===== config.mk =====
export PLATFORM = sky130hd
export DESIGN_NAME = hdmi_timing_ctrl_flat
export DESIGN_NICKNAME = d
export VERILOG_FILES = /design/src/rtl/hdmi_timing_ctrl_if.sv /design/src/rtl/hdmi_timing_ctrl.sv /design/src/flat_wrapper.sv
export SDC_FILE = /design/constraint.sdc
export NUM_CORES = 1
export LEC_CHECK = 0
export CORE_AREA = 2 2 186 188
export CTS_CLUSTER_DIAMETER = 40
export DETAILED_ROUTE_END_ITERATION = 7
export DIE_AREA = 0 0 188 190
export GPL_ROUTABILITY_DRIVEN = 0
export PLACE_DENSITY_LB_ADDON = 0.05
export SETUP_SLACK_MARGIN = 0.02
export SYNTH_ARGS = -nofsm -noshare
export SYNTH_HDL_FRONTEND = slang
export SYNTH_SLANG_ARGS = --single-unit

===== constraint.sdc =====
create_clock -name pixclk -period 13.4 [get_ports pixclk]
set_input_delay 2.68 -clock pixclk [delete_from_list [all_inputs] [get_ports pixclk]]
set_output_delay 2.68 -clock pixclk [all_outputs]
set_load 0.03 [all_outputs]

===== src/rtl/hdmi_timing_ctrl_if.sv =====
// Configuration and video-timing bundle between the HDMI timing sequencer and its users.
// The sequencer sits on the slave side; the controller/consumer sits on the master side.
interface hdmi_timing_ctrl_if #(
    parameter int CW = 11
);
    logic          enable;
    logic          cfg_we;
    logic [2:0]    cfg_addr;
    logic [CW-1:0] cfg_wdata;
    logic          cfg_apply;
    logic          cfg_pending;
    logic          cfg_err;
    logic          running;
    logic          de;
    logic          hsync;
    logic          vsync;
    logic [CW-1:0] x;
    logic [CW-1:0] y;
    logic          frame_start;
    logic          line_start;

    modport master (
        output enable, cfg_we, cfg_addr, cfg_wdata, cfg_apply,
        input  cfg_pending, cfg_err, running, de, hsync, vsync, x, y, frame_start, line_start
    );

    modport slave (
        input  enable, cfg_we, cfg_addr, cfg_wdata, cfg_apply,
        output cfg_pending, cfg_err, running, de, hsync, vsync, x, y, frame_start, line_start
    );
endinterface


===== src/rtl/hdmi_timing_ctrl.sv =====
// Run-time programmable video timing sequencer: shadow/active timing sets with
// frame-boundary commit, and a run/drain state machine that always ends on a whole frame.
module hdmi_timing_ctrl #(
    parameter int CW         = 11,
    parameter int RST_HCYCLE = 1024,
    parameter int RST_HSIZE  = 800,
    parameter int RST_HPORCH = 24,
    parameter int RST_HPULSE = 72,
    parameter int RST_VCYCLE = 625,
    parameter int RST_VSIZE  = 600,
    parameter int RST_VPORCH = 1,
    parameter int RST_VPULSE = 2
) (
    input  logic              pixclk,
    input  logic              rst,
    hdmi_timing_ctrl_if.slave bus
);
    localparam int W2 = CW + 2;
    localparam int IX_HCYCLE = 0;
    localparam int IX_HSIZE  = 1;
    localparam int IX_HPORCH = 2;
    localparam int IX_HPULSE = 3;
    localparam int IX_VCYCLE = 4;
    localparam int IX_VSIZE  = 5;
    localparam int IX_VPORCH = 6;
    localparam int IX_VPULSE = 7;

    typedef logic [7:0][CW-1:0] tset_t;
    typedef enum logic [1:0] {IDLE, RUN, DRAIN} state_t;

    localparam tset_t RST_SET = {CW'(RST_VPULSE), CW'(RST_VPORCH), CW'(RST_VSIZE), CW'(RST_VCYCLE),
                                 CW'(RST_HPULSE), CW'(RST_HPORCH), CW'(RST_HSIZE), CW'(RST_HCYCLE)};
    localparam logic [CW-1:0] ONE = CW'(1);

    state_t        state_q, state_d;
    tset_t         shadow_q, shadow_d, snap_q, snap_d, act_q, act_d;
    logic [CW-1:0] cx_q, cx_d, cy_q, cy_d, x_q, x_d, y_q, y_d;
    logic          pending_q, pending_d, err_q, err_d, running_q, running_d;
    logic          de_q, de_d, hs_q, hs_d, vs_q, vs_d, fs_q, fs_d, ls_q, ls_d;

    logic [W2-1:0] sh_hsum, sh_vsum, hs_start, hs_end, vs_start, vs_end;
    logic          shadow_ok, line_end, frame_end, active, commit;

    // Sums are widened by two bits so porch/pulse additions can never wrap.
    function automatic logic [W2-1:0] ext(input logic [CW-1:0] v);
        return {2'b00, v};
    endfunction

    always_comb begin
        shadow_d = shadow_q;
        if (bus.cfg_we) shadow_d[bus.cfg_addr] = bus.cfg_wdata;

        sh_hsum   = ext(shadow_q[IX_HSIZE]) + ext(shadow_q[IX_HPORCH]) + ext(shadow_q[IX_HPULSE]);
        sh_vsum   = ext(shadow_q[IX_VSIZE]) + ext(shadow_q[IX_VPORCH]) + ext(shadow_q[IX_VPULSE]);
        shadow_ok = (shadow_q[IX_HSIZE] != '0) && (shadow_q[IX_VSIZE] != '0) &&
                    (shadow_q[IX_HPULSE] != '0) && (shadow_q[IX_VPULSE] != '0) &&
                    (sh_hsum <= ext(shadow_q[IX_HCYCLE])) && (sh_vsum <= ext(shadow_q[IX_VCYCLE]));

        hs_start  = ext(act_q[IX_HSIZE]) + ext(act_q[IX_HPORCH]);
        hs_end    = hs_start + ext(act_q[IX_HPULSE]);
        vs_start  = ext(act_q[IX_VSIZE]) + ext(act_q[IX_VPORCH]);
        vs_end    = vs_start + ext(act_q[IX_VPULSE]);

        line_end  = (cx_q == act_q[IX_HCYCLE] - ONE);
        frame_end = line_end && (cy_q == act_q[IX_VCYCLE] - ONE);
        active    = (state_q != IDLE);
        // While idle nothing is on screen, so the commit need not wait for a frame end.
        commit    = pending_q && (!active || frame_end);

        state_d = state_q;
        case (state_q)
            IDLE:    if (bus.enable) state_d = RUN;
            RUN:     if (!bus.enable) state_d = DRAIN;
            DRAIN:   if (bus.enable) state_d = RUN;
                     else if (frame_end) state_d = IDLE;
            default: state_d = IDLE;
        endcase
        running_d = (state_d != IDLE);

        cx_d = '0;
        cy_d = '0;
        if (active) begin
            cx_d = line_end ? '0 : cx_q + ONE;
            cy_d = cy_q;
            if (line_end) cy_d = frame_end ? '0 : cy_q + ONE;
        end

        act_d     = act_q;
        snap_d    = snap_q;
        pending_d = pending_q;
        err_d     = 1'b0;
        if (commit) begin
            act_d     = snap_q;
            pending_d = 1'b0;
        end
        // A new apply wins over a same-cycle commit: the fresh snapshot stays pending.
        if (bus.cfg_apply) begin
            if (shadow_ok) begin
                snap_d    = shadow_q;
                pending_d = 1'b1;
            end else begin
                err_d = 1'b1;
            end
        end

        de_d = active && (cx_q < act_q[IX_HSIZE]) && (cy_q < act_q[IX_VSIZE]);
        hs_d = active && (ext(cx_q) >= hs_start) && (ext(cx_q) < hs_end);
        vs_d = active && (ext(cy_q) >= vs_start) && (ext(cy_q) < vs_end);
        x_d  = active ? cx_q : '0;
        y_d  = active ? cy_q : '0;
        ls_d = active && (cx_q == '0);
        fs_d = ls_d && (cy_q == '0);
    end

    always_ff @(posedge pixclk or posedge rst) begin
        if (rst) begin
            state_q   <= IDLE;
            shadow_q  <= RST_SET;
            snap_q    <= RST_SET;
            act_q     <= RST_SET;
            cx_q      <= '0;
            cy_q      <= '0;
            x_q       <= '0;
            y_q       <= '0;
            pending_q <= 1'b0;
            err_q     <= 1'b0;
            running_q <= 1'b0;
            de_q      <= 1'b0;
            hs_q      <= 1'b0;
            vs_q      <= 1'b0;
            fs_q      <= 1'b0;
            ls_q      <= 1'b0;
        end else begin
            state_q   <= state_d;
            shadow_q  <= shadow_d;
            snap_q    <= snap_d;
            act_q     <= act_d;
            cx_q      <= cx_d;
            cy_q      <= cy_d;
            x_q       <= x_d;
            y_q       <= y_d;
            pending_q <= pending_d;
            err_q     <= err_d;
            running_q <= running_d;
            de_q      <= de_d;
            hs_q      <= hs_d;
            vs_q      <= vs_d;
            fs_q      <= fs_d;
            ls_q      <= ls_d;
        end
    end

    assign bus.cfg_pending = pending_q;
    assign bus.cfg_err     = err_q;
    assign bus.running     = running_q;
    assign bus.de          = de_q;
    assign bus.hsync       = hs_q;
    assign bus.vsync       = vs_q;
    assign bus.x           = x_q;
    assign bus.y           = y_q;
    assign bus.frame_start = fs_q;
    assign bus.line_start  = ls_q;
endmodule


===== src/flat_wrapper.sv =====
// flat-port wrapper written by rule: the top's interface ports become plain ports
module hdmi_timing_ctrl_flat 
#(
    parameter int CW         = 11,
    parameter int RST_HCYCLE = 1024,
    parameter int RST_HSIZE  = 800,
    parameter int RST_HPORCH = 24,
    parameter int RST_HPULSE = 72,
    parameter int RST_VCYCLE = 625,
    parameter int RST_VSIZE  = 600,
    parameter int RST_VPORCH = 1,
    parameter int RST_VPULSE = 2
)
  (pixclk, rst, bus_enable, bus_cfg_we, bus_cfg_addr, bus_cfg_wdata, bus_cfg_apply, bus_cfg_pending, bus_cfg_err, bus_running, bus_de, bus_hsync, bus_vsync, bus_x, bus_y, bus_frame_start, bus_line_start);
  hdmi_timing_ctrl_if #(.CW(CW)) bus_i ();
  input  logic pixclk;
  input  logic rst;
  input wire logic [$bits(bus_i.enable)-1:0] bus_enable;
  input wire logic [$bits(bus_i.cfg_we)-1:0] bus_cfg_we;
  input wire logic [$bits(bus_i.cfg_addr)-1:0] bus_cfg_addr;
  input wire logic [$bits(bus_i.cfg_wdata)-1:0] bus_cfg_wdata;
  input wire logic [$bits(bus_i.cfg_apply)-1:0] bus_cfg_apply;
  output wire logic [$bits(bus_i.cfg_pending)-1:0] bus_cfg_pending;
  output wire logic [$bits(bus_i.cfg_err)-1:0] bus_cfg_err;
  output wire logic [$bits(bus_i.running)-1:0] bus_running;
  output wire logic [$bits(bus_i.de)-1:0] bus_de;
  output wire logic [$bits(bus_i.hsync)-1:0] bus_hsync;
  output wire logic [$bits(bus_i.vsync)-1:0] bus_vsync;
  output wire logic [$bits(bus_i.x)-1:0] bus_x;
  output wire logic [$bits(bus_i.y)-1:0] bus_y;
  output wire logic [$bits(bus_i.frame_start)-1:0] bus_frame_start;
  output wire logic [$bits(bus_i.line_start)-1:0] bus_line_start;
  assign bus_i.enable = bus_enable;
  assign bus_i.cfg_we = bus_cfg_we;
  assign bus_i.cfg_addr = bus_cfg_addr;
  assign bus_i.cfg_wdata = bus_cfg_wdata;
  assign bus_i.cfg_apply = bus_cfg_apply;
  assign bus_cfg_pending = bus_i.cfg_pending;
  assign bus_cfg_err = bus_i.cfg_err;
  assign bus_running = bus_i.running;
  assign bus_de = bus_i.de;
  assign bus_hsync = bus_i.hsync;
  assign bus_vsync = bus_i.vsync;
  assign bus_x = bus_i.x;
  assign bus_y = bus_i.y;
  assign bus_frame_start = bus_i.frame_start;
  assign bus_line_start = bus_i.line_start;
  hdmi_timing_ctrl #(.CW(CW), .RST_HCYCLE(RST_HCYCLE), .RST_HSIZE(RST_HSIZE), .RST_HPORCH(RST_HPORCH), .RST_HPULSE(RST_HPULSE), .RST_VCYCLE(RST_VCYCLE), .RST_VSIZE(RST_VSIZE), .RST_VPORCH(RST_VPORCH), .RST_VPULSE(RST_VPULSE)) u_core (.pixclk(pixclk), .rst(rst), .bus(bus_i));
endmodule

==> flow_summary.ini <==
[worst_setup_path]
startpoint_type = register
cp_max_fo = 86
path_cells = ha_1, inv_1, fa_1, nor2b_1, o21ai_0, a21boi_0, o21a_1, nor2_1, xnor2_1, ha_1, or3_1, o22ai_1, xnor2_1, ha_1, nand4_1, nor2_1, o31ai_1, nand3_1, o311ai_0, o311a_1, nand4_1, buf_4, mux2_2
r2r-start = u_core.shadow_q[66]
path_common_cell = ha_1
crit_arrival_ps = 6130
endpoint_kind = register
reg2reg_depth = 23
r2r_slack_ps = 7740
slowest_stage = buf_4
cp_num_buf_inv = 2
cp_num_cells = 23
max_stage_delay_ps = 890
crit_required_ps = 13870
crit_type = register to register
r2r-end = u_core.snap_q[43]
crit_family = simple AND/OR/NAND/NOR gates

[routing]
first_pass_iters = 5
via_per_inst = 5.68
initialDrtViolationCount = 682
wire_per_inst_um = 19.0
ant_nets = 0
drc_errors = 0
num_vias = 12400
wl_mm = 41.5

[grt]
antenna_found_initial = 0
met1_usage = 0.373
grt_pass1_wl_mm = 67.8
grt.overflow.total = 0
grt_pass1_vias = 12400
grt_usage = 0.242
grt.met3_usage = 0.0360
grt_use_met2 = 0.348
busiest_layer = met1
grt_start_max_net_pins = 185

[hold_path]
hold-path-cell-count = 1
hp-class = register to register
holdCritStartpoint = u_core.snap_q[24]
min_to = u_core.snap_q[24]

[clocking]
cts_buffers = 48
ctsHoldBuffers = 0
cts_tree = yes
postCtsSetupRepairBufs = 0
ctsLongestPathBuffers = 3
clock_latency_ps = 590
cts_resized = 0
cts.sinks = 318
ctsHtreeMaxLevel = 2
clkSlewWorstSetupHoldPaths_ps = 60
cts-root-buf = clkbuf_16

[logic_synthesis]
synth_seq_area_share = 0.436
synth_nets = 1837
async_flop_share = 1.00
synth_top_area_frac = 0.355
synth_area_leaders = dfrtp_1 (36%), mux2_2 (14%), ha_1 (12%)
synth-seq-cells = 318
synth_top_cell_by_area = dfrtp_1
synth_edf_count = 0
yosysMostFrequentCell = dfrtp_1
synthTopCellsByCount = dfrtp_1 (261), mux2_2 (222), ha_1 (178)
synthCells = 1632
yosysWarnings = 0
yosysUniqueCellTypes = 65
syn_area_per_cell_sq_um = 11.3
synth_ff_type = dfrtp_1
synthesis.area_sq_um = 18400

[die]
start_util = 0.542
fp.dieH_um = 190
fp.coreArea_sq_um = 33900
num_io_pins = 49
rows = 68
die-area_sq_um = 35700
fp.dieW_um = 188

[final_layout]
antenna_cells = 0
drive_gt1_frac = 0.237
n_fill_cell = 2697
syn_to_final_growth_pct = 14.7
nets = 1900
multi_input_area_sq_um = 9820
postLayoutCoreUtil = 0.622
register_area_sq_um = 8030

[power_and_ir_drop]
leakage_uw = 0.00984
p_total_uw = 6180
ir_drop_mv = 0.158
pwr_density_cell_nw_per_um2 = 293

[timing]
setup_violations = 0
hold_viol_final = 0
worstMarginPinSlew_ps = 1120
post-route-min-period_ps = 5660
finalClockSkew_ps = 21.7
setup_ws_ps = 7740
period_share = 0.423
tns_ps = 0
rsz0062_at_grt = false
hold_slack_ps = 499
slew_headroom = 0.257
max_freq_mhz = 177
timing_max_transition_violations_final = 0

[placement]
numPortBuffers = 48
dp_hpwl_mm = 30.5
dp_slack_ps = 7780

[job]
maxCapViolCount = 0

[run_status]
status = finished, final reports clean
## cells by family (layout without fill, tap and decap cells)
group,after synthesis,in the layout,share of synthesized area
mux,246,246,0.154
simple gates,343,343,0.0965
fa+ha+maj,186,186,0.130
flops,318,318,0.436
buf+inv,146,249,0.0316
compound gates,290,290,0.102
xor+xnor,103,103,0.0490
## worst max-delay path by stage
stage	end	startpoint
6_report	u_core.snap_q[43]	u_core.shadow_q[66]
5_1_grt	u_core.snap_q[76]	u_core.shadow_q[66]
4_1_cts	u_core.snap_q[76]	u_core.shadow_q[66]
3_5_place_dp	u_core.snap_q[12]	u_core.shadow_q[66]
3_3_place_gp	u_core.snap_q[11]	u_core.shadow_q[66]
2_1_floorplan	u_core.act_q[0]	rst
## power breakdown
part	internal (uW)	total (uW)	switching (uW)
Sequential	1350	1690	337
Combinational	1590	3160	1570
Clock	833	1330	502
## state kept, by name (all words and copies together), names as in the netlist
name,flops
u_core.bus.line_start,1
u_core.act_q,88
u_core.bus.hsync,1
u_core.state_q,2
u_core.bus.y,11
u_core.bus.x,11
u_core.cx_q,11
u_core.bus.cfg_pending,1
u_core.bus.de,1
u_core.bus.vsync,1
u_core.cy_q,11
u_core.bus.frame_start,1
u_core.shadow_q,88
u_core.bus.cfg_err,1
u_core.snap_q,88
u_core.bus.running,1
## through the flow
| step | instance area [sq um] | std cells |
|---|---|---|
| 2_1_floorplan | 18400 | 1632 |
| 3_3_place_gp | 19400 | 2100 |
| 3_5_place_dp | 19400 | 2100 |
| 4_1_cts | 21100 | 2190 |
| 5_1_grt | 21100 | 2190 |
| 6_report | 21100 | 2190 |
## layout make-up
type                            instances  area share
Sequential cell                       318       0.380
Inverter                              103      0.0187
Clock buffer                           52      0.0591
Timing Repair Buffer                   56      0.0262
Tap cell                              455      0.0270
Multi-Input combinational cell       1168       0.465
Clock inverter                         38      0.0236
## cell usage in the layout, fill, tap and decap left out, types with 57 or more instances in the layout
| master | n |
|---|---|
| inv_1 | 102 |
| mux2_2 | 222 |
| a21oi_1 | 66 |
| ha_1 | 178 |
| o21ai_0 | 73 |
| xnor2_1 | 68 |
| nand2_1 | 64 |
| dfstp_2 | 57 |
| dfrtp_1 | 261 |
| nor2_1 | 76 |
## metal layers
metal	share of wire	vias up	routed length (um)
met4	0.022	0	933
met5	0	-	0
met1	0.52	6083	21700
li1	-	6035	-
met3	0.040	56	1650
met2	0.41	262	17200
(Power assumes the default switching activity.)
